<file path="src/rtl/fifo_uart_tx_if.sv">
// FIFO read port between the circular FIFO and its UART drain stage.
// master = drain stage (issues pops), slave = FIFO (supplies flag and data).
interface fifo_uart_tx_if #(
  parameter int WIDTH = 8
);
  logic             fifo_empty;
  logic             fifo_rd_en;
  logic [WIDTH-1:0] fifo_rd_data;

  modport master (input fifo_empty, input fifo_rd_data, output fifo_rd_en);
  modport slave  (output fifo_empty, output fifo_rd_data, input fifo_rd_en);
endinterface

</file>
<file path="src/rtl/fifo_uart_tx.sv">
// Pops words from a 1-cycle-latency FIFO read port and sends them LSB-first as UART frames.
// Define PARITY_EN to insert an even-parity bit between the data bits and the stop bit(s).
module fifo_uart_tx #(
  parameter int WIDTH        = 8,
  parameter int CLKS_PER_BIT = 16,
  parameter int STOP_BITS    = 1
) (
  input  logic           clk,
  input  logic           reset,
  input  logic           enable,
  fifo_uart_tx_if.master fifo,
  output logic           tx,
  output logic           busy,
  output logic           tx_done
);
  localparam int BAUD_W = (CLKS_PER_BIT > 1) ? $clog2(CLKS_PER_BIT) : 1;
  localparam int BIT_N  = (WIDTH > STOP_BITS) ? WIDTH : STOP_BITS;
  localparam int BIT_W  = (BIT_N > 1) ? $clog2(BIT_N) : 1;
  localparam logic [BAUD_W-1:0] BAUD_LAST   = BAUD_W'(CLKS_PER_BIT - 1);
  localparam logic [BAUD_W-1:0] BAUD_PENULT = BAUD_W'(CLKS_PER_BIT - 2);
  localparam logic [BIT_W-1:0]  DATA_LAST   = BIT_W'(WIDTH - 1);
  localparam logic [BIT_W-1:0]  STOP_LAST   = BIT_W'(STOP_BITS - 1);

  typedef enum logic [2:0] {
    IDLE   = 3'd0,
    FETCH  = 3'd1,
    LOAD   = 3'd2,
    START  = 3'd3,
    DATA   = 3'd4,
    STOP   = 3'd5
`ifdef PARITY_EN
    , PARITY = 3'd6
`endif
  } state_t;

  state_t             state_r, state_s;
  logic [BAUD_W-1:0]  baud_r, baud_s;
  logic [BIT_W-1:0]   bit_r, bit_s;
  logic [WIDTH-1:0]   shreg_r, shreg_s;
  logic               tx_r, tx_s;
  logic               busy_r, busy_s;
  logic               rd_en_r, rd_en_s;
  logic               done_r, done_s;
  logic               fetch_ok_s;

`ifdef PARITY_EN
  logic parity_r;

  function automatic logic even_parity(input logic [WIDTH-1:0] word);
    return ^word;
  endfunction

  // Parity of the word captured in LOAD, held for the PARITY bit.
  always_ff @(posedge clk or posedge reset) begin
    if (reset) begin
      parity_r <= 1'b0;
    end else if (state_r == LOAD) begin
      parity_r <= even_parity(fifo.fifo_rd_data);
    end
  end
`endif

  // State, counters, shift register and registered outputs.
  always_ff @(posedge clk or posedge reset) begin
    if (reset) begin
      state_r <= IDLE;
      baud_r  <= '0;
      bit_r   <= '0;
      shreg_r <= '0;
      tx_r    <= 1'b1;
      busy_r  <= 1'b0;
      rd_en_r <= 1'b0;
      done_r  <= 1'b0;
    end else begin
      state_r <= state_s;
      baud_r  <= baud_s;
      bit_r   <= bit_s;
      shreg_r <= shreg_s;
      tx_r    <= tx_s;
      busy_r  <= busy_s;
      rd_en_r <= rd_en_s;
      done_r  <= done_s;
    end
  end

  // Next-state logic; outputs are decoded from the next state so they register in step with it.
  always_comb begin
    state_s    = state_r;
    baud_s     = baud_r;
    bit_s      = bit_r;
    shreg_s    = shreg_r;
    tx_s       = 1'b1;
    busy_s     = 1'b1;
    rd_en_s    = 1'b0;
    fetch_ok_s = enable && !fifo.fifo_empty;

    case (state_r)
      IDLE: begin
        if (fetch_ok_s) state_s = FETCH;
        else            state_s = IDLE;
      end
      FETCH: state_s = LOAD;
      LOAD: begin
        shreg_s = fifo.fifo_rd_data;
        baud_s  = '0;
        bit_s   = '0;
        state_s = START;
      end
      START: begin
        if (baud_r == BAUD_LAST) begin
          baud_s  = '0;
          state_s = DATA;
        end else begin
          baud_s = baud_r + 1'b1;
        end
      end
      DATA: begin
        if (baud_r == BAUD_LAST) begin
          baud_s  = '0;
          shreg_s = {1'b0, shreg_r[WIDTH-1:1]};
          if (bit_r == DATA_LAST) begin
            bit_s = '0;
`ifdef PARITY_EN
            state_s = PARITY;
`else
            state_s = STOP;
`endif
          end else begin
            bit_s = bit_r + 1'b1;
          end
        end else begin
          baud_s = baud_r + 1'b1;
        end
      end
`ifdef PARITY_EN
      PARITY: begin
        if (baud_r == BAUD_LAST) begin
          baud_s  = '0;
          state_s = STOP;
        end else begin
          baud_s = baud_r + 1'b1;
        end
      end
`endif
      STOP: begin
        if (baud_r == BAUD_LAST) begin
          baud_s = '0;
          if (bit_r == STOP_LAST) begin
            bit_s   = '0;
            state_s = fetch_ok_s ? FETCH : IDLE;
          end else begin
            bit_s = bit_r + 1'b1;
          end
        end else begin
          baud_s = baud_r + 1'b1;
        end
      end
      default: state_s = IDLE;
    endcase

    case (state_s)
      IDLE:    busy_s  = 1'b0;
      FETCH:   rd_en_s = 1'b1;
      START:   tx_s    = 1'b0;
      DATA:    tx_s    = shreg_s[0];
`ifdef PARITY_EN
      PARITY:  tx_s    = parity_r;
`endif
      default: tx_s    = 1'b1;
    endcase

    // Registered pulse must land in the final stop cycle, so decode one cycle early.
    done_s = (state_r == STOP) && (baud_r == BAUD_PENULT) && (bit_r == STOP_LAST);
  end

  assign tx              = tx_r;
  assign busy            = busy_r;
  assign tx_done         = done_r;
  assign fifo.fifo_rd_en = rd_en_r;
endmodule
</file>
<file path="src/flat_wrapper.sv">
// flat-port wrapper written by rule: the top's interface ports become plain ports
module fifo_uart_tx_flat 
#(
  parameter int WIDTH        = 8,
  parameter int CLKS_PER_BIT = 16,
  parameter int STOP_BITS    = 1
)
  (clk, reset, enable, tx, busy, tx_done, fifo_fifo_empty, fifo_fifo_rd_data, fifo_fifo_rd_en);
  fifo_uart_tx_if #(.WIDTH(WIDTH)) fifo_i ();
  input  logic clk;
  input  logic reset;
  input  logic enable;
  output logic tx;
  output logic busy;
  output logic tx_done;
  input wire logic [$bits(fifo_i.fifo_empty)-1:0] fifo_fifo_empty;
  input wire logic [$bits(fifo_i.fifo_rd_data)-1:0] fifo_fifo_rd_data;
  output wire logic [$bits(fifo_i.fifo_rd_en)-1:0] fifo_fifo_rd_en;
  assign fifo_i.fifo_empty = fifo_fifo_empty;
  assign fifo_i.fifo_rd_data = fifo_fifo_rd_data;
  assign fifo_fifo_rd_en = fifo_i.fifo_rd_en;
  fifo_uart_tx #(.WIDTH(WIDTH), .CLKS_PER_BIT(CLKS_PER_BIT), .STOP_BITS(STOP_BITS)) u_core (.clk(clk), .reset(reset), .enable(enable), .fifo(fifo_i), .tx(tx), .busy(busy), .tx_done(tx_done));
endmodule
</file>
<file path="config.mk">
export PLATFORM = sky130hd
export DESIGN_NAME = fifo_uart_tx_flat
export DESIGN_NICKNAME = d
export VERILOG_FILES = /design/src/rtl/fifo_uart_tx_if.sv /design/src/rtl/fifo_uart_tx.sv /design/src/flat_wrapper.sv
export SDC_FILE = /design/constraint.sdc
export NUM_CORES = 1
export LEC_CHECK = 0
export BUFFER_PORTS_ARGS = -buffer_cell sky130_fd_sc_hd__buf_4
export CORE_MARGIN = 2
export CORE_UTILIZATION = 59
export DETAILED_ROUTE_END_ITERATION = 7
export PLACE_DENSITY = 0.9
export REMOVE_ABC_BUFFERS = 1
export SLEW_MARGIN = 0
export SYNTH_ARGS = -nofsm -noshare
export SYNTH_HDL_FRONTEND = slang
export SYNTH_SLANG_ARGS = --single-unit
</file>
<file path="constraint.sdc">
create_clock -name clk -period 5.5 [get_ports clk]
set_clock_uncertainty 0.2 [all_clocks]
set_input_delay 0.275 -clock clk [delete_from_list [all_inputs] [get_ports clk]]
set_output_delay 0.275 -clock clk [all_outputs]
set_load 0.1 [all_outputs]
</file>
# Word level (Yosys, flattened, before mapping)
# Cells that the tools add are included.
# Widths: inputs -> output; s select.
# op_classes
addsub	2
eq_ne	13
muxes	19
reduce_logical	13
# ops
operator	n
$mux 3	9
$pmux 3 s6	1
$pmux 8 s2	1
$eq 3x3->1 const B	4
$eq 3x2->1 const B	3
$logic_not 3->1	3
$pmux 3 s3	1
$eq 4x4->1 const B	2
$mux 8	1
$pmux 4 s2	1
$eq 3x1->1 const B	2
$add 4x1->4 const B	1
$mux 4	1
$ne 2x1->1 const B	2
$reduce_bool 2->1	2
$add 3x1->3 const B	1
$logic_and 1x1->1	3
$mux 1	3
$reduce_and 3->1	1
$reduce_bool 3->1	1
$reduce_or 3->1	1
$pmux 1 s2	1
$reduce_and 2->1	1
$logic_not 1->1	1
# totals
ff_bits	22
in_bits	12
out_inout_bits	4
elab_cells	56

# Logic depth before layout (Yosys ltp)
# logic_depth
word_depth	8
depth_mapped	7
ltp_nobuf	6

# Worst setup path before layout
# No wires, ideal clock.
# synth_timing
kind	register -> register
start	register u_core.baud_r[0]
end	register u_core.tx_r (netlist: u_core.tx)
setup_time_ns	0.083
t_arrival_ns	1.470
t_required_ns	5.217
setup_slack_ns	3.748
path_stages_with_launch	7
path_buffers	0
synth_period_minus_slack_ns	1.752
cell_sequence	dfrtp_1 -> ha_1 -> nand3_1 -> nor3_1 -> mux2_2 -> nor4_1 -> nor2_1
# synth_via
elab_chain_cells	5
word_cells_on_any_way	10
cone_classes	eq/ne (3); mux (7)
# synth_rtl
item	line	source
start, declared	fifo_uart_tx.sv:37	logic [BAUD_W-1:0] baud_r, baud_s;
start signal, assigned	fifo_uart_tx.sv:76	baud_r <= baud_s;
$eq 4x4->1 *	fifo_uart_tx.sv:110, fifo_uart_tx.sv:118, fifo_uart_tx.sv:146	
$mux 3, on equally long branches	fifo_uart_tx.sv:146, fifo_uart_tx.sv:110, fifo_uart_tx.sv:118	
$pmux 3 s6	fifo_uart_tx.sv:97	case (state_r)
$eq 3x3->1 or $eq 3x2->1 (tied branches)	fifo_uart_tx.sv:161	case (state_s)
$pmux 1 s2 *	fifo_uart_tx.sv:161	
named net u_core.tx_s	fifo_uart_tx.sv:40	logic tx_r, tx_s;
end signal, assigned	fifo_uart_tx.sv:79	tx_r <= tx_s;
end, declared	fifo_uart_tx.sv:40	
# The timed path passes the listed nets; every way through them passes the cells marked *. The select of a mux whose other input is x is not followed.
# A chain may end at the register's enable or synchronous reset.

# Final worst setup path
# layout_timing
start	register u_core.state_r[2]
end	register u_core.tx_r (netlist: u_core.tx)
# layout_via
elab_chain_cells	5
word_cells_on_any_way	16
cone_classes	eq/ne (7); mux (8); reduce/logical (1)
# layout_rtl
item	line	source
start, declared	fifo_uart_tx.sv:36	state_t state_r, state_s;
start signal, assigned	fifo_uart_tx.sv:75	state_r <= state_s;
$mux 3, on equally long branches	fifo_uart_tx.sv:148, fifo_uart_tx.sv:121	
$mux 3, on equally long branches	fifo_uart_tx.sv:146, fifo_uart_tx.sv:118	
$pmux 3 s6	fifo_uart_tx.sv:97	
$eq 3x3->1 or $eq 3x2->1 (tied branches)	fifo_uart_tx.sv:161	
$pmux 1 s2 *	fifo_uart_tx.sv:161	
named net u_core.tx_s	fifo_uart_tx.sv:40	
# The timed path passes the listed nets; every way through them passes the cells marked *.

==> out/qor.yml <==
run_status:
  outcome: "finished, violations left"
  violations: "hold timing"
timing:
  max_freq_ghz: 0.352
  fin_tns_setup_ns: 0
  min_period_over_period_pct: 51.7
  finalHoldViolations: 1
  setup_violations: 0
  worst_slew_pin_slew_ns: 1.14
  holdWs_ns: -0.00825
  final-max-slew-violation-count: 0
  max_slew_margin_pct: 23.3
  rsz0062_at_grt: "no"
  finalWorstSetupSlack_ns: 2.66
  fin_crit_ns: 2.84
yosys:
  synth_cell_types: 32
  ys_seq_area_share_pct: 47.0
  synth.most_common_cell: "dfrtp_1"
  ys_seq_elements: 22
  yosysTopAreaCellShare_pct: 44.8
  postSynthCellCount: 128
  async_flop_share_pct: 100
  netlist_area_um2: 1170
  synth_edf_count: 0
  syn_avg_cell_area_um2: 9.17
  yosys.area.top_type: "dfrtp_1"
  synthTopCellsByCount: "dfrtp_1 (21), nand2_1 (19), a22oi_1 (9), nor2_1 (8), o21ai_0 (8)"
  ys.flop_type: "dfrtp_1"
  ys.warnings.count: 0
  synth.top_cells.by_area: "dfrtp_1 (45%), nand2_1 (6.1%), a22oi_1 (5.8%), ha_1 (5.3%), o21ai_0 (3.4%)"
critical_path:
  arrival_ns: 2.90
  reg2reg_setup_slack_ns: 2.66
  cp-start-kind: "flop"
  r2r-end: "u_core.tx"
  path_class: "flop to flop"
  worst-endpoint-required_ns: 5.55
  worstRegToRegCells: 5
  worstPathCellList: "nand2b_2 -> nor3_1 -> mux2_2 -> nor4_1 -> nor2_1"
  cp_slowest_cell: "nor3_1"
  worstSetupEndpointType: "flop"
  max_stage_delay_ns: 0.95
  critPathMaxFanout: 17
  reg2reg_from: "u_core.state_r[2]"
global_route:
  antenna_found_initial: 0
  grt_max_degree: 23
  use_met3_pct: 4.63
  overflow: 0
  grt_pass1_vias: 974
  track_usage_pct: 23.3
  busiest_layer: "met2"
  grt_pass1_wl_um: 4350
  grt_util_met1_pct: 31.5
  use_met2_pct: 38.6
clocking:
  clockRootBuffer: "clkbuf_4"
  cts_buffer_depth: 2
  path_clk_slew_ns: 0.12
  cts_tree: "yes"
  numClockSinks: 22
  clk_latency_ns: 0.31
  holdBufCountCts: 7
  htree_levels: 1
  cts_buffers: 3
  postCtsSetupRepairBufs: 0
  ctsResizeCount: 0
place:
  placedCellCount: 163
  dpl-instance-area_um2: 1290
  io_buffers: 15
  gp_congestion: 0.798
  dp_slack_ns: 2.74
  dpl.hpwl_um: 1660
route:
  postRouteAntennaNets: 0
  wl_per_cell_um: 14.1
  firstDrtPassIters: 4
  drc: 0
  routed_wl_um: 2460
  vias: 1028
  vias_per_cell: 5.91
  drt_iter0_drc: 64
hold_path:
  worst_hold_path.endpoint: "u_core.shreg_r[6]"
  hold_depth: 3
  hp-start: "fifo_fifo_rd_data[6]"
  hp-class: "primary input to flop"
floorplanning:
  core_area_um2: 1920
  io_pins: 16
  initial_core_util_pct: 61.1
  dieArea_um2: 2360
  dieWidth_um: 48.6
  die_h_um: 48.6
  rows: 16
finish:
  drive_gt1_share_pct: 16.3
  design_area_um2: 1390
  nets: 165
  final_util_pct: 72.5
  area_growth_pct: 18.7
  antenna_cells: 0
  final-instance-count-excl-fill: 174
power:
  p_seq_share_pct: 60.0
  pwr-share-clk_pct: 32.6
  leakage_nw: 0.665
  internal_power_uw: 216
  ir_drop_mv: 0.166
  power.switching_uw: 61.0
  p_per_area_nw_per_um2: 199
  comb_power_share_pct: 7.4
  design_power_total_uw: 277
  sw_frac_of_total_pct: 22.0
flow_run:
  cap_violations: 0
-- cell usage in the layout (no fill, tap or decap) --
cell and count:
a211oi_1 1, a21o_1 1, a21oi_1 6, a221oi_1 1
a22o_1 1, a22oi_1 9, a31oi_1 2, and3_1 2
buf_4 15, clkbuf_4 3, clkbuf_8 1, dfrtp_1 21
dfstp_2 1, dlygate4sd3_1 7, ha_1 5, inv_1 7
mux2_2 2, mux2i_1 1, nand2_1 19, nand2b_1 3
nand2b_2 1, nand3_1 7, nor2_1 8, nor2b_1 4
nor3_1 3, nor3b_1 1, nor3b_4 1, nor4_1 1
o211ai_1 1, o21ai_0 8, o22ai_1 3, xnor2_1 1
-- critical path, delay by kind of cell (launching register included) --
family | cells | cell delay (ns)
DFF | 1 | 0.72
muxes | 1 | 0.45
and+or+nand+nor | 4 | 1.42
-- flip-flops by register name, summed over array words and instances (netlist names) --
signal	flops
u_core.tx	1
u_core.bit_r	3
u_core.tx_done	1
u_core.state_r	3
u_core.busy	1
u_core.fifo.fifo_rd_en	1
u_core.baud_r	4
u_core.shreg_r	8
-- per-layer routing --
metal  share of wire (%)  up-vias
met5                   0        -
met4                 1.3        0
met3                 6.5        7
met2                  49       48
met1                  43      484
li1                    -      489
-- power by group through the flow --
stage | logic [mW] | registers (mW) | clock network (mW)
3_3_place_gp | 0.0162 | 0.169 | 0
2_1_floorplan | 0.00586 | 0.172 | 0
3_5_place_dp | 0.0166 | 0.169 | 0
4_1_cts | 0.0205 | 0.166 | 0.0897
6_report | 0.0205 | 0.166 | 0.0903
5_1_grt | 0.0225 | 0.167 | 0.0982
-- final cells by class --
class | instances | area, um2
Clock buffer | 4 | 36.3
Fill cell | 131 | 529
Inverter | 7 | 26.3
Multi-Input combinational cell | 92 | 562
Sequential cell | 22 | 552
Tap cell | 27 | 33.8
Timing Repair Buffer | 22 | 183
-- kinds of logic after synthesis --
logic type	count (synthesis)	synth area share, %
compound gates	33	17.8
xor+xnor	1	0.746
flops	22	47.0
mux	3	2.77
buf+inv	14	5.12
fa+ha+maj	5	5.33
simple gates	50	21.2
-- worst max-delay path by stage --
| stage | from | endpoint | slack [ns] | cells after the start |
|---|---|---|---|---|
| floorplan | u_core.state_r[2] | u_core.tx | 3.15 | 5 |
| CTS | u_core.state_r[2] | u_core.tx | 2.72 | 5 |
| global route | u_core.state_r[2] | u_core.tx | 2.50 | 5 |
| detailed placement | u_core.state_r[2] | u_core.tx | 2.74 | 5 |
| global placement | u_core.state_r[2] | u_core.tx | 2.89 | 5 |
| finish | u_core.state_r[2] | u_core.tx | 2.66 | 5 |
(Power assumes the default switching activity.)
